## src/rtl/regfile_wb_arbiter_pkg.sv

```systemverilog
// Shared register-file types and defaults for the writeback arbiter slice.
package rf_pkg;

    localparam int ADDR_W = 5;
    localparam int DATA_W = 32;

    typedef logic [ADDR_W-1:0] reg_addr_t;
    typedef logic [DATA_W-1:0] reg_data_t;

    localparam reg_addr_t ZERO_REG = '0;

endpackage

```

## src/rtl/regfile_wb_arbiter_if.sv

```systemverilog
// Writeback request bus: one valid/ready lane per requester, packed with lane 0 at the LSBs.
// Handshake: a lane transfers on a posedge where req_valid[i] & req_ready[i]; valid never waits on ready.
interface regfile_wb_arbiter_if #(
    parameter int NUM_REQ = 2,
    parameter int ADDR_W  = rf_pkg::ADDR_W,
    parameter int DATA_W  = rf_pkg::DATA_W
);

    logic [NUM_REQ-1:0]        req_valid;
    logic [NUM_REQ-1:0]        req_ready;
    logic [NUM_REQ*ADDR_W-1:0] req_reg;
    logic [NUM_REQ*DATA_W-1:0] req_dat;

    modport master (
        output req_valid,
        output req_reg,
        output req_dat,
        input  req_ready
    );

    modport slave (
        input  req_valid,
        input  req_reg,
        input  req_dat,
        output req_ready
    );

endinterface

```

## src/rtl/regfile_wb_arbiter_rr_arbiter.sv

```systemverilog
// Combinational round-robin arbiter: first requester at or after ptr wins, gnt is one-hot or zero.
module rr_arbiter #(
    parameter int N = 2
) (
    input  logic [N-1:0]         req,
    input  logic [$clog2(N)-1:0] ptr,
    input  logic                 en,
    output logic [N-1:0]         gnt,
    output logic [$clog2(N)-1:0] gnt_idx
);

    localparam int PTR_W = $clog2(N);

    logic found;
    int   idx;

    always_comb begin
        gnt     = '0;
        gnt_idx = '0;
        found   = 1'b0;
        idx     = 0;
        if (en) begin
            for (int k = 0; k < N; k++) begin
                idx = (int'(ptr) + k) % N;
                if (!found && req[idx]) begin
                    found    = 1'b1;
                    gnt[idx] = 1'b1;
                    gnt_idx  = PTR_W'(idx);
                end
            end
        end
    end

endmodule

```

## src/rtl/regfile_wb_arbiter.sv

```systemverilog
// Round-robin share of the regfile write port among NUM_REQ writeback sources, with x0 drop and a
// saturating commit counter. Define RF_WB_BYPASS_EN to add the two write-to-read forwarding ports.
module regfile_wb_arbiter #(
    parameter int NUM_REQ = 2,
    parameter int ADDR_W  = rf_pkg::ADDR_W,
    parameter int DATA_W  = rf_pkg::DATA_W,
    parameter int CNT_W   = 16
) (
    input  logic                       clk,
    input  logic                       rst,
    input  logic                       hold,
    regfile_wb_arbiter_if.slave        req_if,
    output logic                       write,
    output logic [ADDR_W-1:0]          w_reg,
    output logic [DATA_W-1:0]          w_dat,
    output logic [CNT_W-1:0]           wr_cnt
`ifdef RF_WB_BYPASS_EN
    ,
    input  logic [ADDR_W-1:0]          fwd_reg0,
    input  logic [ADDR_W-1:0]          fwd_reg1,
    output logic                       fwd_hit0,
    output logic                       fwd_hit1,
    output logic [DATA_W-1:0]          fwd_dat0,
    output logic [DATA_W-1:0]          fwd_dat1
`endif
);

    import rf_pkg::*;

    localparam int PTR_W = $clog2(NUM_REQ);

    logic [PTR_W-1:0]   rr_ptr_q, rr_ptr_d;
    logic [PTR_W-1:0]   gnt_idx;
    logic [NUM_REQ-1:0] gnt;
    logic               grant_en;
    logic               xfer;

    logic [ADDR_W-1:0]  sel_reg;
    logic [DATA_W-1:0]  sel_dat;

    logic               write_q, write_d;
    logic [ADDR_W-1:0]  w_reg_q;
    logic [DATA_W-1:0]  w_dat_q;
    logic [CNT_W-1:0]   wr_cnt_q;

    assign grant_en = !rst && !hold;

    rr_arbiter #(
        .N (NUM_REQ)
    ) u_arb (
        .req     (req_if.req_valid),
        .ptr     (rr_ptr_q),
        .en      (grant_en),
        .gnt     (gnt),
        .gnt_idx (gnt_idx)
    );

    assign req_if.req_ready = gnt;
    assign xfer             = |(gnt & req_if.req_valid);

    always_comb begin
        sel_reg = '0;
        sel_dat = '0;
        for (int i = 0; i < NUM_REQ; i++) begin
            if (gnt[i]) begin
                sel_reg = req_if.req_reg[i*ADDR_W +: ADDR_W];
                sel_dat = req_if.req_dat[i*DATA_W +: DATA_W];
            end
        end
    end

    // The pointer moves past the winner even for x0 writes so a stream of x0 cannot starve others.
    always_comb begin
        rr_ptr_d = rr_ptr_q;
        if (xfer) begin
            rr_ptr_d = (gnt_idx == PTR_W'(NUM_REQ - 1)) ? '0 : gnt_idx + PTR_W'(1);
        end
    end

    assign write_d = xfer && (sel_reg != ADDR_W'(ZERO_REG));

    always_ff @(posedge clk) begin
        if (rst) begin
            rr_ptr_q <= '0;
            write_q  <= 1'b0;
            w_reg_q  <= '0;
            w_dat_q  <= '0;
            wr_cnt_q <= '0;
        end else begin
            rr_ptr_q <= rr_ptr_d;
            write_q  <= write_d;
            if (xfer) begin
                w_reg_q <= sel_reg;
                w_dat_q <= sel_dat;
            end
            if (write_d && (wr_cnt_q != {CNT_W{1'b1}})) begin
                wr_cnt_q <= wr_cnt_q + CNT_W'(1);
            end
        end
    end

    assign write  = write_q;
    assign w_reg  = w_reg_q;
    assign w_dat  = w_dat_q;
    assign wr_cnt = wr_cnt_q;

`ifdef RF_WB_BYPASS_EN
    // Readers of the regfile see this write one edge late, so expose it directly while it is pending.
    assign fwd_hit0 = write_q && (w_reg_q == fwd_reg0) && (fwd_reg0 != ADDR_W'(ZERO_REG));
    assign fwd_hit1 = write_q && (w_reg_q == fwd_reg1) && (fwd_reg1 != ADDR_W'(ZERO_REG));
    assign fwd_dat0 = fwd_hit0 ? w_dat_q : '0;
    assign fwd_dat1 = fwd_hit1 ? w_dat_q : '0;
`endif

endmodule

```

## src/flat_wrapper.sv

```systemverilog
// flat-port wrapper written by rule: the top's interface ports become plain ports
module regfile_wb_arbiter_flat import rf_pkg::*;
#(
    parameter int NUM_REQ = 2,
    parameter int ADDR_W  = rf_pkg::ADDR_W,
    parameter int DATA_W  = rf_pkg::DATA_W,
    parameter int CNT_W   = 16
)
  (clk, rst, hold, write, w_reg, w_dat, wr_cnt, req_if_req_valid, req_if_req_reg, req_if_req_dat, req_if_req_ready);
  regfile_wb_arbiter_if #(.NUM_REQ(NUM_REQ), .ADDR_W(ADDR_W), .DATA_W(DATA_W)) req_if_i ();
  input  logic clk;
  input  logic rst;
  input  logic hold;
  output logic write;
  output logic [ADDR_W-1:0] w_reg;
  output logic [DATA_W-1:0] w_dat;
  output logic [CNT_W-1:0] wr_cnt;
  input wire logic [$bits(req_if_i.req_valid)-1:0] req_if_req_valid;
  input wire logic [$bits(req_if_i.req_reg)-1:0] req_if_req_reg;
  input wire logic [$bits(req_if_i.req_dat)-1:0] req_if_req_dat;
  output wire logic [$bits(req_if_i.req_ready)-1:0] req_if_req_ready;
  assign req_if_i.req_valid = req_if_req_valid;
  assign req_if_i.req_reg = req_if_req_reg;
  assign req_if_i.req_dat = req_if_req_dat;
  assign req_if_req_ready = req_if_i.req_ready;
  regfile_wb_arbiter #(.NUM_REQ(NUM_REQ), .ADDR_W(ADDR_W), .DATA_W(DATA_W), .CNT_W(CNT_W)) u_core (.clk(clk), .rst(rst), .hold(hold), .req_if(req_if_i), .write(write), .w_reg(w_reg), .w_dat(w_dat), .wr_cnt(wr_cnt));
endmodule
```

## config.mk

```make
export PLATFORM = sky130hd
export DESIGN_NAME = regfile_wb_arbiter_flat
export DESIGN_NICKNAME = d
export VERILOG_FILES = /design/src/rtl/regfile_wb_arbiter_pkg.sv /design/src/rtl/regfile_wb_arbiter_if.sv /design/src/rtl/regfile_wb_arbiter_rr_arbiter.sv /design/src/rtl/regfile_wb_arbiter.sv /design/src/flat_wrapper.sv
export SDC_FILE = /design/constraint.sdc
export NUM_CORES = 1
export LEC_CHECK = 0
export CAP_MARGIN = 20
export CORE_MARGIN = 3
export CORE_UTILIZATION = 38
export CTS_CLUSTER_SIZE = 24
export DETAILED_ROUTE_END_ITERATION = 8
export PLACE_DENSITY = 0.8
export SYNTH_ARGS = -nofsm -noshare
export SYNTH_HDL_FRONTEND = slang
export SYNTH_SLANG_ARGS = --single-unit
```

## constraint.sdc

```tcl
create_clock -name clk -period 2.22 [get_ports clk]
set_input_delay 0.222 -clock clk [delete_from_list [all_inputs] [get_ports clk]]
set_output_delay 0.222 -clock clk [all_outputs]
set_load 0.05 [all_outputs]
```

==> key figures, run 1 <==
Layout
  – Fillers: slightly below 500
  – ANT cells: 0
  – Max reg flops: 32
  – Area grow syn2layout: 66.95%
  – Nets: between 400 and 500
  – Finished Layout Cells: approximately 460
  – Share of layout cells above drive strength 1: about a tenth

Clock tree
  – Clock Latency Late Sink: around 0.30 ns
  – CTS Sinks: between 50 and 60
  – Root Buffer: clkbuf_8
  – CTS tree: yes
  – Longest Clk Path Bufs: 2
  – CTS-repair resized insts: 0
  – Post-CTS setup repair buffer count: 0
  – Clock transition at the registers of the reported paths: 0.10 ns
  – Num CTS Buffers: 5
  – # hold bufs at CTS: 0
  – Number of H-tree levels: 2

Timing
  – Post-layout min period: 2.042 ns
  – Setup TNS Final: 0 ns
  – Worst Clk Skew: 0.01436 ns
  – Max frequency: approximately 0.49 GHz
  – Worst hold slack: between 0.4 and 0.5 ns
  – Relative slew slack: ~63%
  – Slew @ Worst Pin: roughly 0.55 ns
  – Setup Viol. Count Final: 0
  – Fin. Hold Viols: 0
  – RSZ-0062 raised after global routing: false
  – Final Cycle Share: 91.96%
  – Slew Limit Fails: 0

Worst setup path
  – Startpoint Class: input port
  – Worst reg2reg path startpoint: u_core.wr_cnt[0]
  – Crit Path Category: input port to flip-flop
  – Worst setup path startpoint: hold
  – Reg-to-Reg End: u_core.wr_cnt[14]
  – Critical Path AT: 2.24 ns
  – CP endpoint kind: flip-flop
  – Critical-path maximum fanout: 8
  – Data required, critical path: around 2.4 ns
  – Register-to-register setup slack: roughly 0.23 ns
  – Worst r2r path cells: 4

Power and ir drop
  – Leakage: about 0.0014 uW
  – Largest vdd supply drop: ~0.43 mV
  – PwrDens: 540.8 nW/um^2

GRT
  – First-pass GRT wire length: ~12,000 um
  – Total GRT Usage: approximately a fifth
  – Total gr overflow: 0
  – Number of global-route vias before repair: approximately 2,600
  – Largest net degree at the start of global routing: 39
  – Initial antenna violation count: 0

Drt
  – DR WL/cell: 16.62 um
  – DR vias: 2,640
  – ANT nets after route: 0
  – Via density: about 5.7
  – DRC: 0
  – Routed wire length: ~7700 um
  – 1st-pass router iterations: 8
  – 1st-iter DRT viols: approximately 230

Synthesis
  – Ys flop type: dfxtp_1
  – Cell Area, Synth: 2355 sq um
  – Syn Inst Count: about 250
  – Syn nets: 326
  – Avg Cell Area, Syn: roughly 9.6 sq um
  – Distinct cells, synth: 43
  – Sequential element share of the synthesized area: a little under half
  – Asr flop ratio synth: 0%
  – Ys Warns: 0
  – FF+latch count, synth: 55
  – Post-synth EDFFs: 0

Die
  – Rows: 28
  – Io pins: 135
  – Die Y: 84.72 um
  – Die Area: 7177 sq um
  – Core ar.: approximately 6000 sq um
  – Initial Util: 39.54%
  – Die X: roughly 85 um

Min path
  – Hold EP: u_core.w_dat[2]
  – Hold_sp: rst
  – Min-delay worst type: input port to flip-flop
  – Worst hold stages: 3

Placed design
  – Final Wtd Congestion: ~0.84
  – IO Port Bufs: 134
  – Dpl cells: 453
  – DPL Wire Length: about 5500 um

Outcome
  – Status: finished, final reports clean

Run
  – Max Cap Viol: 0
worst max-delay path: stages:
cell,delay (ns)
clkdlybuf4s50_1,0.44
or2_1,0.29
nor4b_1,0.39
a211oi_2,0.16
nor4b_1,0.37
mux2_2,0.37
placed cells by master (no fill, tap or decap), drive strengths merged, types with 2 or more instances in the layout:
cell type / netlist / routed
mux2i: 2 / 2
a21oi: 7 / 7
clkbuf: 16 / 7
or4: 3 / 3
o41ai: 6 / 6
nand4: 5 / 5
buf: 3 / 21
or3: 5 / 5
clkdlybuf4s50: 0 / 131
nor2b: 2 / 2
and3: 2 / 2
mux2: 3 / 3
nor4: 2 / 2
o31ai: 2 / 2
a222oi: 35 / 35
nor2: 48 / 48
nand3: 6 / 6
nand2: 6 / 6
a211oi: 3 / 3
o21ai: 5 / 5
nor3: 5 / 5
nand3b: 2 / 2
o311ai: 5 / 5
nor4b: 2 / 2
or2: 2 / 2
inv: 4 / 4
dfxtp: 55 / 55
where the power goes:
part,switching (uW),leakage (uW),internal [uW]
Sequential,26.2,0.000447,1030
Clock,317,0.0000422,223
Combinational,276,0.000920,258
per-stage QoR:
| stage | setup slack (ns) | power (uW) | area [sq um] | utilization (%) |
|---|---|---|---|---|
| 3_5_place_dp | -0.1415 | 1608 | 3850 | 64.64 |
| 5_1_grt | 0.04476 | 2214 | 3931 | 66.01 |
| 6_report | 0.1784 | 2126 | 3931 | 66.01 |
| 2_1_floorplan | 0.01271 | 1335 | 2355 | - |
| 3_3_place_gp | -0.04086 | 1600 | 3850 | 64.64 |
| 4_1_cts | 0.1909 | 2138 | 3931 | 66.01 |
cell usage after synthesis, drive strengths merged, types with 3 or more instances:
cell,n,area (sq um)
a222oi,35,350.3
a211oi,3,27.52
o21ai,5,25.02
o311ai,5,43.79
nand2,6,22.52
nand4,5,37.53
buf,3,17.52
nor2,48,180.2
nor3,5,25.02
or4,3,22.52
clkbuf,16,80.08
inv,4,15.01
a21oi,7,35.03
or3,5,31.28
dfxtp,55,1101
mux2,3,33.78
o41ai,6,52.55
nand3,6,30.03
kinds of logic after synthesis:
kind of cell,after synthesis,share of synthesized area (%)
adders and majority gates,1,0.5313
and+or+nand+nor,94,20.14
muxes,5,2.285
buffers and inverters,24,5.154
AOI/OAI and AO/OA,67,25.13
DFF,55,46.76
per-layer routing:
metal	GRT usage (%)	part of all wire (%)	up-vias
li1	-	-	1263
met1	26.96	41	1242
met2	34.23	49	127
met3	7.262	9.0	8
met4	5.324	1.0	0
met5	0	0	-
worst max path at each step:
| stage | endpoint |
|---|---|
| after CTS | u_core.wr_cnt[13] |
| final | u_core.wr_cnt[13] |
| after global placement | u_core.wr_cnt[4] |
| after detailed placement | u_core.wr_cnt[13] |
| after global routing | u_core.wr_cnt[9] |
| after floorplan | u_core.wr_cnt[14] |
layout make-up:
class	count	area (sq um)	share of cell area (%)
clock inverter	1	5.005	0.1273
timing repair buffer	152	1504	38.26
inverter	4	15.01	0.3819
tap	75	93.84	2.387
clock buffer	7	76.32	1.941
sequential	55	1101	28.01
multi-input combinational	167	1136	28.90
No activity file was read; power rests on OpenSTA's default activity.
==> inputs of run 2 (changes only) <==
- CAP_MARGIN: 20 -> 5
- CTS_CLUSTER_DIAMETER: not set -> 30
- SKIP_LAST_GASP: not set -> 1
==> results of run 2 <==
Same layout as run 1: the final DEF is identical, and so are final timing and power.
==> variant 1 (flow settings as in run 1) <==
The package constant `ZERO_REG` goes from '0 to 1.
--- a/src/rtl/regfile_wb_arbiter_pkg.sv
+++ b/src/rtl/regfile_wb_arbiter_pkg.sv
@@ -7,7 +7,7 @@
     typedef logic [ADDR_W-1:0] reg_addr_t;
     typedef logic [DATA_W-1:0] reg_data_t;
 
-    localparam reg_addr_t ZERO_REG = '0;
+    localparam reg_addr_t ZERO_REG = 1;
 
 endpackage
 
Behaviour: not the same (Yosys sat finds a counterexample within 4 cycles, from zero or initial values and one cycle with rst high).
==> variant 1 against run 1 <==
- wire length increased by 4.6%
- register-to-register slack worse by 0.03 ns
- power grew 5.1%
- area after synthesis increased by 3.0%
- worst setup slack gained 0.025 ns
- final area rose by 2.1%
- maximum frequency increased by 1.2%
- sequential cell count unchanged
- hold slack lost 0.23 ns
- critical endpoint is now u_core.wr_cnt[3]$_SDFFE_PP0P_
- largest cell class unchanged
==> variant 1: results (changes against run 1) <==
[critical_path]
cp_max_fo=13  ; +5
timing.rr.end=u_core.wr_cnt[3]$_SDFFE_PP0P_
crit_slowest_cell=dfxtp_1
reg2regPathDepth=7  ; +3
crit_arrival_ns=2.19  ; -0.05 ns
cpPeakStageDelay_ns=0.38  ; -0.06 ns
path_class=reg2reg
r2r_setup_slack_ns=0.20  ; -0.03 ns

[min_path]
min_from=rst
min_to=u_core.rr_ptr_q$_SDFFE_PP0P_
hold_depth=2  ; -1

[routing]
post_drt_wl_per_cell_um=17.4  ; +4.6%
drtIter0Drc=282  ; +24%
first_pass_iters=8  ; unchanged
viasPerCell=5.82  ; +1.6%

[layout]
drive_gt1_share_pct=8.55  ; -1.3 points
final_nets=466  ; +0.22%

[placed_design]
pre_cts_ws_ns=-0.0238  ; +0.118 ns
gp_congestion=0.824  ; -2.4%
dp_hpwl_um=5680  ; +3.0%
io_buffers=134  ; unchanged
place_area_um2=3910  ; +1.5%

[global_routing]
grt_pass1_vias=2648  ; +3.3%
grt_pass1_wl_um=12700  ; +2.0%
grt_usage_pct=21.0  ; -0.13 points
grt_max_degree=50  ; +28%

[synth]
synthTopCellsByArea=dfxtp_1 (45%), a222oi_1 (14%), nor2_1 (6.7%)
syn_nets=335  ; +2.8%
ys_seq_area_share_pct=45.4  ; -1.4 points
synth_top_cells_by_count=dfxtp_1 (55), nor2_1 (43), a222oi_1 (33)
ys_types=40  ; -7.0%

[power_and_ir_drop]
power.internal_mw=1.61  ; +7.1%
ir_drop_uv=384  ; -11%
p_leak_nw=1.44  ; +1.9%

[timing]
slew_headroom_pct=63.2  ; +0.27 points
finalClockSkew_ns=0.00988  ; -0.00448 ns

[run_status]
status=finished, final reports clean

==> variant 1: cell count changes after synthesis, sizes merged, moves of 3 or more <==
cell | run 1 | this run
and3 | 2 | 6
nand3 | 6 | 9
o41ai | 6 | 3
buf | 3 | 9
or4 | 3 | 9
nor3 | 5 | 1
nor2 | 48 | 45
a21oi | 7 | 10
o31ai | 2 | 8
o21ai | 5 | 2
or3 | 5 | 1
==> variant 1: cell families after synthesis <==
family | count (synthesis) | share of synthesized area [%]
DFF | 55 | 45.4
and+or+nand+nor | 97 | 21.0
muxes | 6 | 2.89
buffers and inverters | 27 | 5.31
adders and majority gates | 1 | 0.516
AOI/OAI and AO/OA | 69 | 24.9
==> variant 1: routing by layer <==
metal	vias up	global-route usage [%]	share of wire [%]
met3	4	6.05	6.7
li1	1280	-	-
met1	1303	26.7	43
met4	0	5.32	0.69
met2	95	34.8	49
met5	-	0	0
==> variant 1: how the worst max path moves through the flow <==
stage	to	slack (ns)	depth (start not counted)
CTS	u_core.wr_cnt[3]$_SDFFE_PP0P_	0.07	7
global route	u_core.wr_cnt[3]$_SDFFE_PP0P_	0.008	7
finish	u_core.wr_cnt[3]$_SDFFE_PP0P_	0.20	7
detailed placement	u_core.wr_cnt[13]$_SDFFE_PP0P_	-0.02	7
floorplan	u_core.wr_cnt[4]$_SDFFE_PP0P_	0.01	8
global placement	u_core.wr_cnt[13]$_SDFFE_PP0P_	0.01	7
==> variant 1: final cells by class <==
cell class                      count  area (µm²)
Tap cell                           75        93.8
Fill cell                         481        2050
Inverter                            3        11.3
Sequential cell                    55        1100
Clock inverter                      1        30.0
Timing Repair Buffer              148        1500
Multi-Input combinational cell    173        1200
Clock buffer                        6        72.6
==> variant 1: stage by stage <==
stage,hold WS (ns),instances,power (mW)
floorplan,0.374,255,1.33
global placement,0.479,454,1.60
detailed placement,0.485,454,1.60
CTS,0.162,461,2.25
global route,0.168,461,2.31
finish,0.174,461,2.24
==> variant 1: worst max-delay path: cells and delay by family, from the launching register on <==
family,cells,cell delay [ns]
simple gates,3,0.58
flops,1,0.38
fa+ha+maj,1,0.29
buf+inv,1,0.22
compound gates,2,0.43
==> variant 1: power by group through the flow <==
| stage | Sequential (mW) | Combinational, mW | Clock [mW] |
|---|---|---|---|
| after detailed placement | 1.07 | 0.536 | 0 |
| after floorplan | 1.19 | 0.141 | 0 |
| final | 1.04 | 0.537 | 0.654 |
| after CTS | 1.04 | 0.538 | 0.663 |
| after global placement | 1.07 | 0.530 | 0 |
| after global routing | 1.05 | 0.569 | 0.691 |
==> variant 1: what timing repair did <==
item / 4_1_cts / 5_1_grt
hold buffers: 0 / 0
resized for setup: 0 / 1
setup endpoints to repair: 0 / 5
==> variant 2 (flow settings as in run 1) <==
Without the edit above. Put one more register stage on the output `wr_cnt`. The value now appears one clock later. The other outputs are not delayed to match.
--- a/src/rtl/regfile_wb_arbiter.sv
+++ b/src/rtl/regfile_wb_arbiter.sv
@@ -102,7 +102,9 @@
     assign write  = write_q;
     assign w_reg  = w_reg_q;
     assign w_dat  = w_dat_q;
-    assign wr_cnt = wr_cnt_q;
+    always_ff @(posedge clk) begin
+        wr_cnt <= wr_cnt_q;
+    end
 
 `ifdef RF_WB_BYPASS_EN
     // Readers of the regfile see this write one edge late, so expose it directly while it is pending.
Function: changed (Yosys sat finds a counterexample within 4 cycles, from zero or initial values and one cycle with rst high).
==> variant 2 against run 1 <==
- wire length shrank 0.21%
- final area grew 12%
- synthesized cell count grew 4.9%
- worst setup slack gained 0.023 ns
- clock power grew to 2.5 times the old value
- power grew 52%
- count of clock-buffer cells in the layout grew 4
- sequential cell count grew 16
- area after synthesis grew 13%
- highest routed layer unchanged
==> variant 2: results (changes against run 1) <==
[run_status]
status=finished, final reports clean

[synth]
synthTopCellsByArea=dfxtp_1 (53%), a222oi_1 (13%), nor2_1 (5.9%)
yosysWarnings=0  ; unchanged
ys_seq_area_share_pct=53.4  ; +6.6 points
syn_nets=338  ; +3.7%
ys_types=41  ; -4.7%
syn_inst=258  ; +4.9%
synthArstFlopShare_pct=0  ; unchanged
synth_top_cells_by_count=dfxtp_1 (71), nor2_1 (42), a222oi_1 (34)

[cts]
cts_buffers=9  ; +4
h-tree-depth=3  ; +1
path_clk_slew_ns=0.07  ; -0.03 ns
clk_path_buf_depth=2  ; unchanged
root_buffer=clkbuf_8
cts_setup_buffers=0  ; unchanged
clock_latency_ns=0.34  ; +0.04 ns
post_cts_resized=0  ; unchanged

[power_and_ir_drop]
p_leak_nw=1.57  ; +11%
ir_drop_uv=398  ; -7.5%
p_sw_mw=0.761  ; +23%

[routing]
via_count=2613  ; -1.0%
first_pass_iters=5  ; -3
final_antenna_net_count=0  ; unchanged
wirelength_um=7650  ; -0.21%
viasPerCell=5.31  ; -7.3%
drtIter0Drc=244  ; +7.5%

[global_routing]
antenna_found_initial=0  ; unchanged
grt_pass1_wl_um=12500  ; +0.39%
met3_usage_pct=7.60  ; +0.33 points
use_met1_pct=21.4  ; -5.6 points
met2_usage_pct=32.1  ; -2.1 points
grt_max_degree=55  ; +41%
grt_usage_pct=18.8  ; -2.3 points

[critical_path]
reg2regPathDepth=8  ; +4
crit_arrival_ns=2.22  ; -0.02 ns
crit_slowest_cell=dfxtp_1
r2r_setup_slack_ns=0.20  ; -0.03 ns
cp_top_family=simple AND/OR/NAND/NOR gates
cp_max_fo=16  ; +8
cpPeakStageDelay_ns=0.44  ; about the same
timing.rr.end=u_core.wr_cnt_q[0]$_SDFFE_PP0P_
worstReg2RegStart=u_core.wr_cnt_q[0]$_SDFFE_PP0P_

[timing]
slew_headroom_pct=58.8  ; -4.2 points
hold_slack_ns=0.386  ; -0.0187 ns
finalClockSkew_ns=0.0101  ; -0.00422 ns

[layout]
antennaDiodeCount=0  ; unchanged
largest_register_ffs=32  ; unchanged
final_nets=474  ; +1.9%
fillers=547  ; +10%
drive_gt1_share_pct=13.5  ; +3.7 points

[placed_design]
pre_cts_ws_ns=-0.0950  ; +0.0464 ns
gp_congestion=0.824  ; -2.4%
io_buffers=134  ; unchanged
dp.cells=476  ; +5.1%
dp_hpwl_um=5520  ; about the same

[min_path]
min_to=u_core.wr_cnt[12]$_DFF_P_
hold_depth=0  ; -3
hold_class=reg2reg
min_from=u_core.wr_cnt_q[12]$_SDFFE_PP0P_

==> variant 2: cell type report <==
class | instances | area share (%)
repair buffers | 145 | 32.8
flip-flops and latches | 71 | 32.4
multi-input cells | 165 | 25.9
clock buffers | 11 | 3.22
clock inverters | 5 | 2.94
well taps | 93 | 2.65
inverters | 2 | 0.171
==> variant 2: cells by family (layout without fill, tap and decap cells) <==
group / count (synthesis) / in the layout / share of synthesized area, %
AOI/OAI and AO/OA: 72 / 72 / 24.4
xor gates and xnor gates: 1 / 1 / 0.611
adders and majority gates: 1 / 1 / 0.470
buffers and inverters: 22 / 163 / 4.09
DFF: 71 / 71 / 53.4
muxes: 2 / 2 / 0.752
and+or+nand+nor: 89 / 89 / 16.3
==> variant 2: layer usage <==
metal	share of wire (%)	vias to the layer above	wire, µm
met3	8.3	12	637
met5	0	-	0
met2	49	113	3770
met1	40	1220	3090
li1	-	1268	-
met4	1.9	0	149
==> variant 2: worst max path at each step <==
stage | cells past startpoint | slack (ns) | to | from
floorplan | 7 | 0.32 | u_core.w_dat[0]$_SDFFE_PP0P_ | rst
global placement | 7 | -0.04 | u_core.wr_cnt_q[0]$_SDFFE_PP0P_ | req_if_req_reg[2]
detailed placement | 7 | -0.1 | u_core.wr_cnt_q[0]$_SDFFE_PP0P_ | req_if_req_reg[2]
CTS | 8 | 0.20 | u_core.wr_cnt_q[0]$_SDFFE_PP0P_ | u_core.wr_cnt_q[0]$_SDFFE_PP0P_
global route | 8 | 0.02 | u_core.wr_cnt_q[0]$_SDFFE_PP0P_ | u_core.wr_cnt_q[0]$_SDFFE_PP0P_
finish | 8 | 0.20 | u_core.wr_cnt_q[0]$_SDFFE_PP0P_ | u_core.wr_cnt_q[0]$_SDFFE_PP0P_
==> variant 2: per-stage QoR <==
stage	util [%]	cell area, µm²	power [mW]
CTS	66.9	4390	3.26
detailed placement	62.7	4120	1.90
global placement	62.7	4120	1.89
finish	66.9	4390	3.22
floorplan	-	2660	1.64
global route	66.9	4390	3.33
==> variant 2: power groups by stage <==
stage	logic, mW	clock network, mW	registers, mW
4_1_cts	0.531	1.39	1.34
5_1_grt	0.557	1.43	1.35
2_1_floorplan	0.145	0	1.50
3_3_place_gp	0.521	0	1.37
3_5_place_dp	0.529	0	1.37
6_report	0.527	1.35	1.34
